## config.mk

```make
export PLATFORM = sky130hd
export DESIGN_NAME = tnn_feature_packer_flat
export DESIGN_NICKNAME = d
export VERILOG_FILES = /design/src/rtl/tnn_feature_packer_if.sv /design/src/rtl/tnn_feature_packer.sv /design/src/flat_wrapper.sv
export SDC_FILE = /design/constraint.sdc
export NUM_CORES = 1
export LEC_CHECK = 0
export CAP_MARGIN = 30
export CORE_UTILIZATION = 50
export CTS_CLUSTER_DIAMETER = 120
export DETAILED_ROUTE_END_ITERATION = 16
export GPL_TIMING_DRIVEN = 0
export HOLD_SLACK_MARGIN = 0.12
export PLACE_DENSITY = 0.79
export SYNTH_ARGS = -nofsm -noshare
export SYNTH_HDL_FRONTEND = slang
export SYNTH_SLANG_ARGS = --single-unit
```

## constraint.sdc

```tcl
create_clock -name clk -period 2.4 [get_ports clk]
set_input_delay 0.48 -clock clk [delete_from_list [all_inputs] [get_ports clk]]
set_output_delay 0.48 -clock clk [all_outputs]
set_load 0.005 [all_outputs]
```

## src/rtl/tnn_feature_packer_if.sv

```systemverilog
// Stream bundle between the raw-sample source, the feature packer and the classifier inputs.
// The packer takes the slave modport; the source/sink side takes the master modport.
interface tnn_feature_packer_if #(
    parameter int unsigned RAW_W = 8,
    parameter int unsigned CNT_W = 16
);
    logic             s_valid;
    logic             s_ready;
    logic [RAW_W-1:0] s_data;
    logic             s_last;
    logic             m_valid;
    logic             m_ready;
    logic [1:0]       input_a;
    logic [1:0]       input_b;
    logic [1:0]       input_c;
    logic [1:0]       input_d;
    logic [1:0]       input_e;
    logic [1:0]       input_f;
    logic [1:0]       input_g;
    logic             frame_err;
    logic [CNT_W-1:0] vec_cnt;

    modport master (
        output s_valid, s_data, s_last, m_ready,
        input  s_ready, m_valid, input_a, input_b, input_c, input_d, input_e, input_f,
        input  input_g, frame_err, vec_cnt
    );

    modport slave (
        input  s_valid, s_data, s_last, m_ready,
        output s_ready, m_valid, input_a, input_b, input_c, input_d, input_e, input_f,
        output input_g, frame_err, vec_cnt
    );
endinterface

```

## src/rtl/tnn_feature_packer.sv

```systemverilog
// Quantises raw feature samples to 2-bit codes against three thresholds and packs seven
// of them into one vector for the combinational TNN classifier, with framing checks.
module tnn_feature_packer #(
    parameter int unsigned RAW_W = 8,
    parameter int unsigned T0    = 64,
    parameter int unsigned T1    = 128,
    parameter int unsigned T2    = 192,
    parameter int unsigned CNT_W = 16
) (
    input logic                 clk,
    input logic                 rst_n,
    tnn_feature_packer_if.slave bus
);
    localparam logic [RAW_W-1:0] TH0 = RAW_W'(T0);
    localparam logic [RAW_W-1:0] TH1 = RAW_W'(T1);
    localparam logic [RAW_W-1:0] TH2 = RAW_W'(T2);

    typedef enum logic [1:0] {StCollect, StHold, StDiscard} state_e;

    state_e           state_q, state_d;
    logic [2:0]       idx_q, idx_d;
    logic [1:0]       shadow_q [6];
    logic [1:0]       shadow_d [6];
    logic [13:0]      vec_q, vec_d;
    logic             discard_q, discard_d;
    logic             frame_err_q, frame_err_d;
    logic [CNT_W-1:0] cnt_q, cnt_d;
    logic             rdy_en_q;
    logic             s_ready;
    logic             accept;
    logic [1:0]       code;

    always_comb begin
        if (bus.s_data >= TH2)      code = 2'd3;
        else if (bus.s_data >= TH1) code = 2'd2;
        else if (bus.s_data >= TH0) code = 2'd1;
        else                        code = 2'd0;
    end

    // rdy_en_q keeps the stream closed for the first cycle after reset release.
    assign s_ready = rdy_en_q && (state_q != StHold);
    assign accept  = bus.s_valid && s_ready;

    always_comb begin
        state_d     = state_q;
        idx_d       = idx_q;
        shadow_d    = shadow_q;
        vec_d       = vec_q;
        discard_d   = discard_q;
        frame_err_d = 1'b0;
        cnt_d       = cnt_q;
        unique case (state_q)
            StCollect: begin
                if (accept) begin
                    if (idx_q == 3'd6) begin
                        vec_d       = {shadow_q[0], shadow_q[1], shadow_q[2], shadow_q[3],
                                       shadow_q[4], shadow_q[5], code};
                        state_d     = StHold;
                        discard_d   = !bus.s_last;
                        frame_err_d = !bus.s_last;
                        idx_d       = 3'd0;
                    end else if (bus.s_last) begin
                        frame_err_d = 1'b1;
                        idx_d       = 3'd0;
                    end else begin
                        shadow_d[idx_q] = code;
                        idx_d           = idx_q + 3'd1;
                    end
                end
            end
            StHold: begin
                if (bus.m_ready) begin
                    cnt_d   = cnt_q + 1'b1;
                    state_d = discard_q ? StDiscard : StCollect;
                end
            end
            StDiscard: begin
                if (accept && bus.s_last) begin
                    state_d = StCollect;
                    idx_d   = 3'd0;
                end
            end
            default: state_d = StCollect;
        endcase
    end

    always_ff @(posedge clk or negedge rst_n) begin
        if (!rst_n) begin
            state_q     <= StCollect;
            idx_q       <= 3'd0;
            for (int i = 0; i < 6; i++) shadow_q[i] <= 2'd0;
            vec_q       <= '0;
            discard_q   <= 1'b0;
            frame_err_q <= 1'b0;
            cnt_q       <= '0;
            rdy_en_q    <= 1'b0;
        end else begin
            state_q     <= state_d;
            idx_q       <= idx_d;
            shadow_q    <= shadow_d;
            vec_q       <= vec_d;
            discard_q   <= discard_d;
            frame_err_q <= frame_err_d;
            cnt_q       <= cnt_d;
            rdy_en_q    <= 1'b1;
        end
    end

    assign bus.s_ready   = s_ready;
    assign bus.m_valid   = (state_q == StHold);
    assign bus.input_a   = vec_q[13:12];
    assign bus.input_b   = vec_q[11:10];
    assign bus.input_c   = vec_q[9:8];
    assign bus.input_d   = vec_q[7:6];
    assign bus.input_e   = vec_q[5:4];
    assign bus.input_f   = vec_q[3:2];
    assign bus.input_g   = vec_q[1:0];
    assign bus.frame_err = frame_err_q;
    assign bus.vec_cnt   = cnt_q;
endmodule
```

## src/flat_wrapper.sv

```systemverilog
// flat-port wrapper written by rule: the top's interface ports become plain ports
module tnn_feature_packer_flat 
#(
    parameter int unsigned RAW_W = 8,
    parameter int unsigned T0    = 64,
    parameter int unsigned T1    = 128,
    parameter int unsigned T2    = 192,
    parameter int unsigned CNT_W = 16
)
  (clk, rst_n, bus_s_valid, bus_s_data, bus_s_last, bus_m_ready, bus_s_ready, bus_m_valid, bus_input_a, bus_input_b, bus_input_c, bus_input_d, bus_input_e, bus_input_f, bus_input_g, bus_frame_err, bus_vec_cnt);
  tnn_feature_packer_if #(.RAW_W(RAW_W), .CNT_W(CNT_W)) bus_i ();
  input logic clk;
  input logic rst_n;
  input wire logic [$bits(bus_i.s_valid)-1:0] bus_s_valid;
  input wire logic [$bits(bus_i.s_data)-1:0] bus_s_data;
  input wire logic [$bits(bus_i.s_last)-1:0] bus_s_last;
  input wire logic [$bits(bus_i.m_ready)-1:0] bus_m_ready;
  output wire logic [$bits(bus_i.s_ready)-1:0] bus_s_ready;
  output wire logic [$bits(bus_i.m_valid)-1:0] bus_m_valid;
  output wire logic [$bits(bus_i.input_a)-1:0] bus_input_a;
  output wire logic [$bits(bus_i.input_b)-1:0] bus_input_b;
  output wire logic [$bits(bus_i.input_c)-1:0] bus_input_c;
  output wire logic [$bits(bus_i.input_d)-1:0] bus_input_d;
  output wire logic [$bits(bus_i.input_e)-1:0] bus_input_e;
  output wire logic [$bits(bus_i.input_f)-1:0] bus_input_f;
  output wire logic [$bits(bus_i.input_g)-1:0] bus_input_g;
  output wire logic [$bits(bus_i.frame_err)-1:0] bus_frame_err;
  output wire logic [$bits(bus_i.vec_cnt)-1:0] bus_vec_cnt;
  assign bus_i.s_valid = bus_s_valid;
  assign bus_i.s_data = bus_s_data;
  assign bus_i.s_last = bus_s_last;
  assign bus_i.m_ready = bus_m_ready;
  assign bus_s_ready = bus_i.s_ready;
  assign bus_m_valid = bus_i.m_valid;
  assign bus_input_a = bus_i.input_a;
  assign bus_input_b = bus_i.input_b;
  assign bus_input_c = bus_i.input_c;
  assign bus_input_d = bus_i.input_d;
  assign bus_input_e = bus_i.input_e;
  assign bus_input_f = bus_i.input_f;
  assign bus_input_g = bus_i.input_g;
  assign bus_frame_err = bus_i.frame_err;
  assign bus_vec_cnt = bus_i.vec_cnt;
  tnn_feature_packer #(.RAW_W(RAW_W), .T0(T0), .T1(T1), .T2(T2), .CNT_W(CNT_W)) u_core (.clk(clk), .rst_n(rst_n), .bus(bus_i));
endmodule
```

## Word-level counts from Yosys, hierarchy flattened

Cells that the tools add are included.
W data, S select, Z words.

- Register bits after elaboration: 50
- Output and inout port bits: 33
- Bits of input ports: 13
- Logic and storage cells: 64

- Eq/ne operators: 8
- Magnitude comparators: 5
- Mux-type cells: 21
- Bitwise operators: 3
- Add/sub/neg operators: 2
- Reduce and logical (&&, ||, !) cells: 12

Operator list:

| cell | number |
|---|---|
| $add A16 B1 Y16 const B | 1 |
| $ge A8 B8 Y1 const B | 2 |
| $mux W2 | 8 |
| $bwmux W12 | 1 |
| $mux W3 | 4 |
| $ge A8 B7 Y1 const B | 1 |
| $ne A2 B1 Y1 const B | 4 |
| $reduce_and A4 Y1 | 2 |
| $demux W2 S3 | 1 |
| $pmux W2 S3 | 1 |
| $pmux W3 S2 | 1 |
| $reduce_and A3 Y1 | 2 |
| $mux W1 | 5 |
| $ge A4 B4 Y1 const B | 1 |
| $logic_and A1 B1 Y1 | 4 |
| $lt A4 B1 Y1 const B | 1 |
| $not A3 Y4 | 1 |
| $add A3 B1 Y3 const B | 1 |
| $eq A3 B3 Y1 const B | 1 |
| $eq A2 B1 Y1 const B | 1 |
| $eq A2 B2 Y1 const B | 1 |
| $logic_not A2 Y1 | 1 |
| $ne A2 B2 Y1 const B | 1 |
| $not A1 Y1 | 2 |
| 3 further kinds | 3 |

## Depth between registers and ports, before layout

Gate-level depths: netlist (run 1).

- Word-level depth: 6
- Gate-level depth with buffers: 9
- Gate-level depth less buffers: 8

## Worst setup path after synthesis (run 1)

Ideal clock, no wire load.

- Path kind: reg-to-reg
- From: register u_core.idx_q[0]
- To: register u_core.shadow_q[6] (netlist name)
- Path slack: 375 ps
- Library setup time: 125 ps
- Data arrival time: 1900 ps
- Stages on the path, launching flop included: 10
- Period minus slack after synthesis: 2025 ps
- Buffers on the path: 1
- Required time: 2275 ps
- Path through: dfrtp_1 clkbuf_1 inv_1 ha_1 nand2_1 ha_1 nor2b_1 nand3_1 nor2_1 mux2_2

- Cells in the longest elaborated chain, start to end: 6
- Elaborated cells between the ends (all ways): 10
- Classes of those cells: order compare: 2; eq/ne: 1; mux: 3; bitwise: 2; reduce/logical: 2

Ends and longest elaborated chain:

| item | line | RTL |
|---|---|---|
| start: declaration | tnn_feature_packer.sv:21 | `logic [2:0] idx_q, idx_d;` |
| start signal: assignment | tnn_feature_packer.sv:99 | `idx_q <= idx_d;` |
| $not A3 Y4 (implied by the code) | tnn_feature_packer.sv:66 | `shadow_d[idx_q] = code;` |
| $ge A4 B4 Y1 (implied by the code) / $lt A4 B1 Y1 (equally long branches) | tnn_feature_packer.sv:66 |  |
| $logic_and A1 B1 Y1 (implied by the code) | tnn_feature_packer.sv:66 |  |
| $mux W2 (implied by the code) | tnn_feature_packer.sv:66 |  |
| $demux W2 S3 | tnn_feature_packer.sv:66 |  |
| $bwmux W12 | tnn_feature_packer.sv:66 |  |
| end signal: assignment | tnn_feature_packer.sv:100 | `shadow_q <= shadow_d;` |
| end: declaration | tnn_feature_packer.sv:22 | `logic [1:0] shadow_q [6];` |

Several ways; a longest one is shown, not always the timed one.
A chain may end at the register's enable or synchronous reset.

## Worst setup path in the final report (run 1)

- From: register u_core.state_q[0]
- To: output port bus_m_valid

- Cells in the longest elaborated chain, start to end: 1

Ends and longest elaborated chain:

| item | line | RTL |
|---|---|---|
| start: declaration | tnn_feature_packer.sv:20 | `state_e state_q, state_d;` |
| start signal: assignment | tnn_feature_packer.sv:89 | `state_q <= StCollect;` |
| start signal: assignment | tnn_feature_packer.sv:98 | `state_q <= state_d;` |
| $eq A2 B1 Y1 | tnn_feature_packer.sv:110 | `assign bus.m_valid = (state_q == StHold);` |
| end: declaration | flat_wrapper.sv:19 | `output wire logic [$bits(bus_i.m_valid)-1:0] bus_m_valid;` |

No other way between the ends.

==> results.toml, run 1 <==
[global_route]
track_usage = 0.202
grt_pass1_wl_mm = 6.79
antenna_found_initial = 0
grt_max_degree = 44
grt.overflow.total = 0
first_global_vias = 1436

[synthesis]
syn_inst = 166
synth_nets = 183
seq_area_frac_synth = 0.570
synth_cell_types = 37
synth_top_area_cell = "dfrtp_1"
async_flop_share = 1.00
synth_most_common_cell = "dfrtp_1"
ys_ff_latch = 50
synthTopCellsByCount = "dfrtp_1 (50), mux2_2 (20), nand2_1 (11), xnor2_1 (10), nand3_1 (9)"
netlist_area_um2 = 2200
ys_warn_count = 0
ys.flop_type = "dfrtp_1"
synth_top_area_frac = 0.570
synth_area_per_cell_um2 = 13.2
synth_area_leaders = "dfrtp_1 (57%), mux2_2 (10%), mux2_4 (4.8%)"
synth_edf_count = 0

[drt]
postRouteAntennaNets = 0
firstDrtPassIters = 4
drtIter0Drc = 50
wl_per_cell_um = 15.6
via_per_inst = 5.39
finalWirelength_mm = 4.12
drcViolationCount = 0
vias = 1424

[clock_network]
clk-insertion-delay-late_ns = 0.30
cts_htree_levels = 2
cts_made_buffers = 5
cts_tree = "done"
clkTransAtPathRegs_ns = 0.09
cts_buffer_depth = 2
cts_sinks = 50
root_buffer = "clkbuf_8"
ctsResizeCount = 0

[pwr]
p_leak_nw = 1.28
ir_drop_v = 0.000421
power.density_nw_per_um2 = 610

[die]
die_area_um2 = 4660
die_w_um = 68.3
row_count = 23
core_um2 = 4120
floorplan.initialDensity = 0.534
die_y_um = 68.3
io_pins = 46

[critical_path]
end_kind = "output port"
critical_path_arrival_ns = 1.71
reg2reg_slack_ns = 0.23
path_cells = "inv_1 > nor2_1 > clkdlybuf4s50_1"
critPathLaunchType = "register"
cp_max_fo = 6
crit_slowest_cell = "clkdlybuf4s50_1"
slowest_delay_ns = 0.58
crit_required_ns = 1.92
path_class = "register to output port"

[timing]
rsz0062_at_grt = "false"
fmax_mhz = 457
min_period_over_period = 0.911
finalCriticalPeriod_ns = 2.19
fin_skew_ns = 0.00335
worst_slack_ns = 0.214
slew_violations = 0
hold_viol = 0
setup-violations-final = 0

[cells_and_area]
diodes = 0
area_growth_pct = 26.6
layout-drive-gt1-share = 0.206
fin_nets = 230
instances_no_fill = 264
fillerInstances = 294

[place]
gp_congestion = 0.760
pre_cts_ws_ns = 0.112
dp_hpwl_mm = 2.95
io_buffers = 39
dp.cells = 256

[worst_hold_path]
min_path_type = "register to register"

[run_status]
status = "complete, no violations"

[run]
maxCapViolations = 0
## metal layers
layer / wire [µm] / track usage / vias to the layer above / share of wire
met3: 181 / 0.0533 / 6 / 0.044
met5: 0 / 0 / - / 0
li1: - / - / 672 / -
met1: 1740 / 0.242 / 707 / 0.42
met2: 2160 / 0.357 / 39 / 0.52
met4: 41 / 0.0547 / 0 / 0.0099
## logic make-up after synthesis
family          Yosys count  share of synthesized area
flops                    50                      0.570
buf+inv                   8                     0.0245
compound gates           10                     0.0336
other cells               1                    0.00171
fa+ha+maj                 4                     0.0228
simple gates             51                      0.137
xor+xnor                 15                     0.0598
mux                      27                      0.150
## registers in the layout, indices dropped and copies added (netlist names)
register,cells
u_core.rdy_en_q,1
u_core.discard_q,1
u_core.vec_q,14
u_core.bus.vec_cnt,16
u_core.bus.frame_err,1
u_core.state_q,2
u_core.shadow_q,12
u_core.idx_q,3
## layout make-up
cell class                 instances  area (µm²)  area share
buffer                             3        35.0      0.0126
clock buffer                       6        72.6      0.0261
clock inverter                     2        37.5      0.0135
inverter                           4        15.0     0.00540
multi-input combinational        108         891       0.320
sequential                        50        1250       0.450
tap                               50        62.6      0.0225
timing repair buffer              41         415       0.149
## final timing paths
check	from	cells past startpoint	to
worst max-delay path	u_core.state_q[0]	3	bus_m_valid
worst min-delay path	u_core.bus.vec_cnt[15]	1	u_core.bus.vec_cnt[15]
worst max register to register	u_core.idx_q[0]	8	u_core.shadow_q[6]
worst min register to register	u_core.bus.vec_cnt[15]	1	u_core.bus.vec_cnt[15]
max in group asynchronous	rst_n	3	u_core.shadow_q[1]
min in group asynchronous	rst_n	2	u_core.bus.vec_cnt[1]
## per-stage QoR
stage / TNS [ns] / hold WS (ns) / area, µm² / total power [mW] / util
after floorplan: 0 / 0.184 / 2200 / 1.05 / -
after global placement: -21.93 / 0.464 / 2650 / 1.11 / 0.644
after detailed placement: 0 / 0.344 / 2660 / 1.13 / 0.647
final: 0 / 0.473 / 2780 / 1.70 / 0.676
after global routing: 0 / 0.512 / 2780 / 1.77 / 0.676
after CTS: 0 / 0.481 / 2780 / 1.72 / 0.676
## power by group
part | leakage (nW) | internal, mW | switching, mW
clock network | 0.0514 | 0.311 | 0.273
registers | 0.685 | 0.910 | 0.0519
logic | 0.548 | 0.0869 | 0.0638
total | 1.28 | 1.31 | 0.389
## cells in the final DEF, fill, tap and decap left out, types with 5 or more instances in the layout
cell type and instances:
dfrtp_1 50, clkdlybuf4s50_1 38, mux2_2 20, nand2_1 11, xnor2_1 10, nand3_1 9, nor2_1 7, mux2_4 7
and3_1 5, xor2_1 5, clkbuf_8 5
## worst max-delay path: cells and delay by family, from the launching register on
| kind | cells | cell delay [ns] |
|---|---|---|
| buf+inv | 2 | 0.68 |
| simple gates | 1 | 0.29 |
| flops | 1 | 0.44 |
## what timing repair did
item | 4_1_cts | 5_1_grt
hold endpoints to repair | 7 | 0
hold buffers | 1 | 0
buffers inserted | 0 | 0
endpoints found under the setup margin | 0 | 2
Note: power is estimated with default switching activity, not from simulation.
==> run 2, diff against run 1 <==
Settings changed: CORE_UTILIZATION 50 to 56, DONT_BUFFER_PORTS set to 1, PLACE_DENSITY 0.79 to 0.72.
==> run 2 against run 1 <==
  * Highest routed layer unchanged
  * Clock skew increased by 0.0092 ns
  * Sequential power about the same
  * Critical endpoint is now u_core.shadow_q[7]
  * Utilization decreased by 2.9 points
  * Non-clock buffer count decreased by 39
  * Critical path depth increased by 5
==> results.toml, run 2 (synthesis results as in run 1) <==
[run_status]
status = "complete, no violations"

[critical_path]
crit_slowest_cell = "dfrtp_1"
cp_max_fo = 9
critPathLaunchType = "register"
path_cells = "inv_1 > ha_1 > nand2_1 > ha_1 > nor2b_1 > nand3_1 > nor2_1 > mux2_2"
end_kind = "register"
slowest_delay_ns = 0.50
path_class = "register to register"
crit_required_ns = 2.59
path_common_cell = "ha_1"
critical_path_arrival_ns = 2.32

[cells_and_area]
layout-drive-gt1-share = 0.251
final_cell_mix = "dfrtp_1 (50), mux2_2 (20), nand2_1 (11)"
fin_area_um2 = 2400
seqCellArea_um2 = 1250
multi_input_area_um2 = 891
layout_commonest_cell = "dfrtp_1"
largest_reg_flops = 16
diodes = 0
fin_util = 0.647
fillerInstances = 297
instances_no_fill = 223
fin_nets = 191
area_growth_pct = 9.46

[drt]
finalWirelength_mm = 3.94
drcViolationCount = 0
firstDrtPassIters = 4
wl_per_cell_um = 17.6
drtIter0Drc = 64
via_per_inst = 5.73
vias = 1277
postRouteAntennaNets = 0

[timing]
slew_violations = 0
fmax_mhz = 468
fin_setup_tns_ns = 0
min_period_over_period = 0.890
fin_skew_ns = 0.0126
rsz0062_at_grt = "false"
hold_viol = 0
finalCriticalPeriod_ns = 2.14
setup-violations-final = 0

[place]
dp_hpwl_mm = 2.82
post_dp_cell_area_um2 = 2260
io_buffers = 0
dp.cells = 214
gp_congestion = 0.745

[die]
core_um2 = 3720
floorplan.initialDensity = 0.591
die_y_um = 64.6
die_area_um2 = 4180
row_count = 22
die_w_um = 64.6
io_pins = 46

[pwr]
power.density_nw_per_um2 = 693
ir_drop_v = 0.000407
p_leak_nw = 1.15

[global_route]
antenna_found_initial = 0
grt.overflow.total = 0
track_usage = 0.210
grt_pass1_wl_mm = 6.50
first_global_vias = 1377
grt_max_degree = 51

[worst_hold_path]
min_path_type = "input pin to register"

[clock_network]
cts_sinks = 50
ctsResizeCount = 0
clkTransAtPathRegs_ns = 0.08
clk-insertion-delay-late_ns = 0.31
cts_htree_levels = 2
cts_made_buffers = 5
cts_tree = "done"
cts_buffer_depth = 2
root_buffer = "clkbuf_8"

[run]
maxCapViolations = 0
run 2: cell count changes in the layout (fill, tap and decap cells not counted):
cell	before	now
buf_12	2	1
buf_16	0	1
buf_2	1	0
clkbuf_1	2	1
clkdlybuf4s50_1	38	0
clkinvlp_4	1	2
run 2: layout make-up:
type | instances | share of cell area
Clock buffer | 5 | 0.0286
Sequential cell | 50 | 0.521
Inverter | 4 | 0.00625
Clock inverter | 3 | 0.0187
Multi-Input combinational cell | 108 | 0.371
Buffer | 3 | 0.0146
Tap cell | 48 | 0.0250
Timing Repair Buffer | 2 | 0.0156
run 2: final timing paths:
kind	slack [ns]	from	end	depth (start not counted)
hold / removal	0.26	bus_s_last	u_core.discard_q	1
setup reg to reg	0.26	u_core.idx_q[0]	u_core.shadow_q[7]	8
min in group asynchronous	0.68	rst_n	u_core.bus.vec_cnt[4]	2
setup / recovery	0.26	u_core.idx_q[0]	u_core.shadow_q[7]	8
hold reg to reg	0.51	u_core.bus.vec_cnt[15]	u_core.bus.vec_cnt[15]	1
max in group asynchronous	1.49	rst_n	u_core.shadow_q[1]	2
run 2: stage by stage:
step	power, mW	hold slack [ns]	setup WS (ns)
6_report	1.67	0.259	0.264
5_1_grt	1.73	0.252	0.0507
4_1_cts	1.68	0.251	0.140
3_5_place_dp	1.08	0.185	0.170
3_3_place_gp	1.07	0.185	0.199
2_1_floorplan	1.05	0.184	0.375
run 2: worst max-delay path: cells and delay by family, from the launching register on:
family	cells	cell delay [ns]
buffers and inverters	1	0.08
multiplexers	1	0.35
flip-flops	1	0.50
AND/OR/NAND/NOR	4	0.68
adder cells (fa/ha/maj)	2	0.41
run 2: metal layers:
layer / global-route usage / vias up / wire [µm]
met5: 0 / - / 0
met4: 0.0750 / 0 / 38
met3: 0.0599 / 5 / 210
met2: 0.370 / 32 / 2080
met1: 0.243 / 651 / 1610
li1: - / 589 / -
run 2: what timing repair did:
| action | in CTS | in global routing |
|---|---|---|
| endpoints found under the setup margin | 0 | 2 |
| setup buffers | 0 | 0 |
| hold buffers | 2 | 0 |
| hold endpoints to repair | 50 | 0 |
run 2: power by group:
part           switching, mW  internal, mW
Sequential            0.0481         0.910
Combinational         0.0521        0.0702
Clock                  0.275         0.310
Total                  0.375          1.29
==> run 3, diff against run 2 <==
Settings changed: CORE_MARGIN set to 1.5.
==> run 3 against run 2 <==
  * Combinational power about the same
  * Wire length decreased by 1.8%
  * Hold slack got worse by 0.0064 ns
  * Non-clock buffer count unchanged
  * Worst setup slack improved by 0.0017 ns
  * Flip-flop and latch count unchanged
  * Sequential power about the same
  * Design area decreased by 0.94%
  * Largest power group unchanged
==> results.toml, run 3 (synthesis results as in run 1) <==
[cells_and_area]
fillerInstances = 300
area_growth_pct = 8.43
layout-drive-gt1-share = 0.246
fin_nets = 191
fin_util = 0.641
final_cell_mix = "dfrtp_1 (50), mux2_2 (20), nand2_1 (11)"
layout_commonest_cell = "dfrtp_1"
instances_no_fill = 223
diodes = 0
largest_reg_flops = 16

[place]
gp_congestion = 0.754
dp.cells = 214
pre_cts_ws_ns = 0.140
io_buffers = 0
dp_hpwl_mm = 2.78

[timing]
fin_skew_ns = 0.00299
worst_slack_ns = 0.265
hold_viol = 0
fin_setup_tns_ns = 0
rsz0062_at_grt = "false"
finalCriticalPeriod_ns = 2.13
min_period_over_period = 0.889
fmax_mhz = 468
setup-violations-final = 0
slew_violations = 0

[global_route]
top_usage_layer = "met2"
antenna_found_initial = 0
grt_pass1_wl_mm = 6.48
grt_util_met3 = 0.0565
grt_max_degree = 51
first_global_vias = 1389
met1_usage = 0.224
grt.overflow.total = 0
met2_usage = 0.371
track_usage = 0.206

[critical_path]
path_class = "register to register"
end_kind = "register"
critPathBufInv = 1
reg2reg_slack_ns = 0.27
crit_slowest_cell = "dfrtp_1"
crit_family = "simple AND/OR/NAND/NOR gates"
critical_path_arrival_ns = 2.33
critPathLaunchType = "register"
r2r_end = "u_core.shadow_q[6]"
path_common_cell = "ha_1"
crit_required_ns = 2.59
r2r-start = "u_core.idx_q[0]"
worstRegToRegCells = 8
slowest_delay_ns = 0.50
cp_max_fo = 9
path_cells = "inv_1 > ha_1 > nand2_1 > ha_1 > nor2b_1 > nand3_1 > nor2_1 > mux2_2"

[clock_network]
clk-insertion-delay-late_ns = 0.30
cts_htree_levels = 2
root_buffer = "clkbuf_8"
clkTransAtPathRegs_ns = 0.08
cts_tree = "done"
cts_buffer_depth = 2
cts_made_buffers = 5
cts_sinks = 50

[pwr]
p_comb_frac = 0.078
sw_frac_of_total = 0.231
power.density_nw_per_um2 = 663
p_leak_nw = 1.15
p_seq_frac = 0.608
p_int_mw = 1.21
netSwitchingPower_uw = 364
ir_drop_v = 0.000383
clkPwrFrac = 0.314

[drt]
postRouteAntennaNets = 0
finalWirelength_mm = 3.87
wl_per_cell_um = 17.3
vias = 1268
drcViolationCount = 0
firstDrtPassIters = 2
drtIter0Drc = 62
via_per_inst = 5.69

[die]
die_y_um = 65.6
row_count = 22
core_um2 = 3720
die_w_um = 65.6
die_area_um2 = 4310
floorplan.initialDensity = 0.591
io_pins = 46

[worst_hold_path]
min_path_type = "input pin to register"
hold_end = "u_core.discard_q"
hp-start = "bus_s_last"
whs_path_depth = 1

[run_status]
status = "complete, no violations"

[run]
maxCapViolations = 0
==> run 3: cell types whose count changed in the layout (fill, tap and decap cells not counted) <==
cell | previous run | this run
bufinv_16 | 1 | 0
clkbuf_1 | 1 | 2
clkinv_2 | 0 | 1
clkinvlp_4 | 2 | 0
clkbuf_8 | 5 | 6
==> run 3: area by class of cell <==
class,instances,area [µm²],area share
Tap cell,48,60.1,0.0252
Buffer,3,35.0,0.0147
Sequential cell,50,1250,0.525
Inverter,4,15.0,0.00631
Multi-Input combinational cell,108,891,0.374
Timing Repair Buffer,2,37.5,0.0158
Clock buffer,7,86.3,0.0363
Clock inverter,1,5.00,0.00210
==> run 3: power by group through the flow <==
| stage | sequential [mW] | combinational, mW | clock (mW) |
|---|---|---|---|
| finish | 0.959 | 0.124 | 0.495 |
| floorplan | 0.956 | 0.0945 | 0 |
| CTS | 0.953 | 0.135 | 0.512 |
| detailed placement | 0.970 | 0.111 | 0 |
| global route | 0.970 | 0.138 | 0.541 |
| global placement | 0.964 | 0.103 | 0 |
==> run 3: through the flow <==
step	instance area, µm²	power (mW)	hold WS, ns
after global placement	2260	1.07	0.185
after global routing	2380	1.65	0.250
final	2380	1.58	0.252
after floorplan	2200	1.05	0.184
after CTS	2380	1.60	0.243
after detailed placement	2260	1.08	0.185
==> run 3: how the worst max path moves through the flow <==
stage	from	endpoint	slack, ns	depth (start not counted)
after CTS	u_core.idx_q[0]	u_core.shadow_q[6]	0.12	9
after detailed placement	u_core.idx_q[0]	u_core.shadow_q[6]	0.14	9
after global routing	u_core.idx_q[0]	u_core.shadow_q[6]	0.07	8
after floorplan	u_core.idx_q[0]	u_core.shadow_q[6]	0.38	9
after global placement	u_core.idx_q[0]	u_core.shadow_q[7]	0.20	9
final	u_core.idx_q[0]	u_core.shadow_q[6]	0.27	8
==> run 3: what timing repair did <==
| action | in CTS | in global routing |
|---|---|---|
| setup buffers | 0 | 0 |
| hold buffers | 2 | 0 |
| endpoints found under the hold margin | 50 | 0 |
| gates resized for setup | 0 | 0 |
| setup endpoints to repair | 0 | 2 |
==> run 3: layer usage <==
metal | up-vias | routed length, µm
met3 | 5 | 212
met5 | - | 0
met4 | 0 | 53
li1 | 586 | -
met1 | 643 | 1550
met2 | 34 | 2050
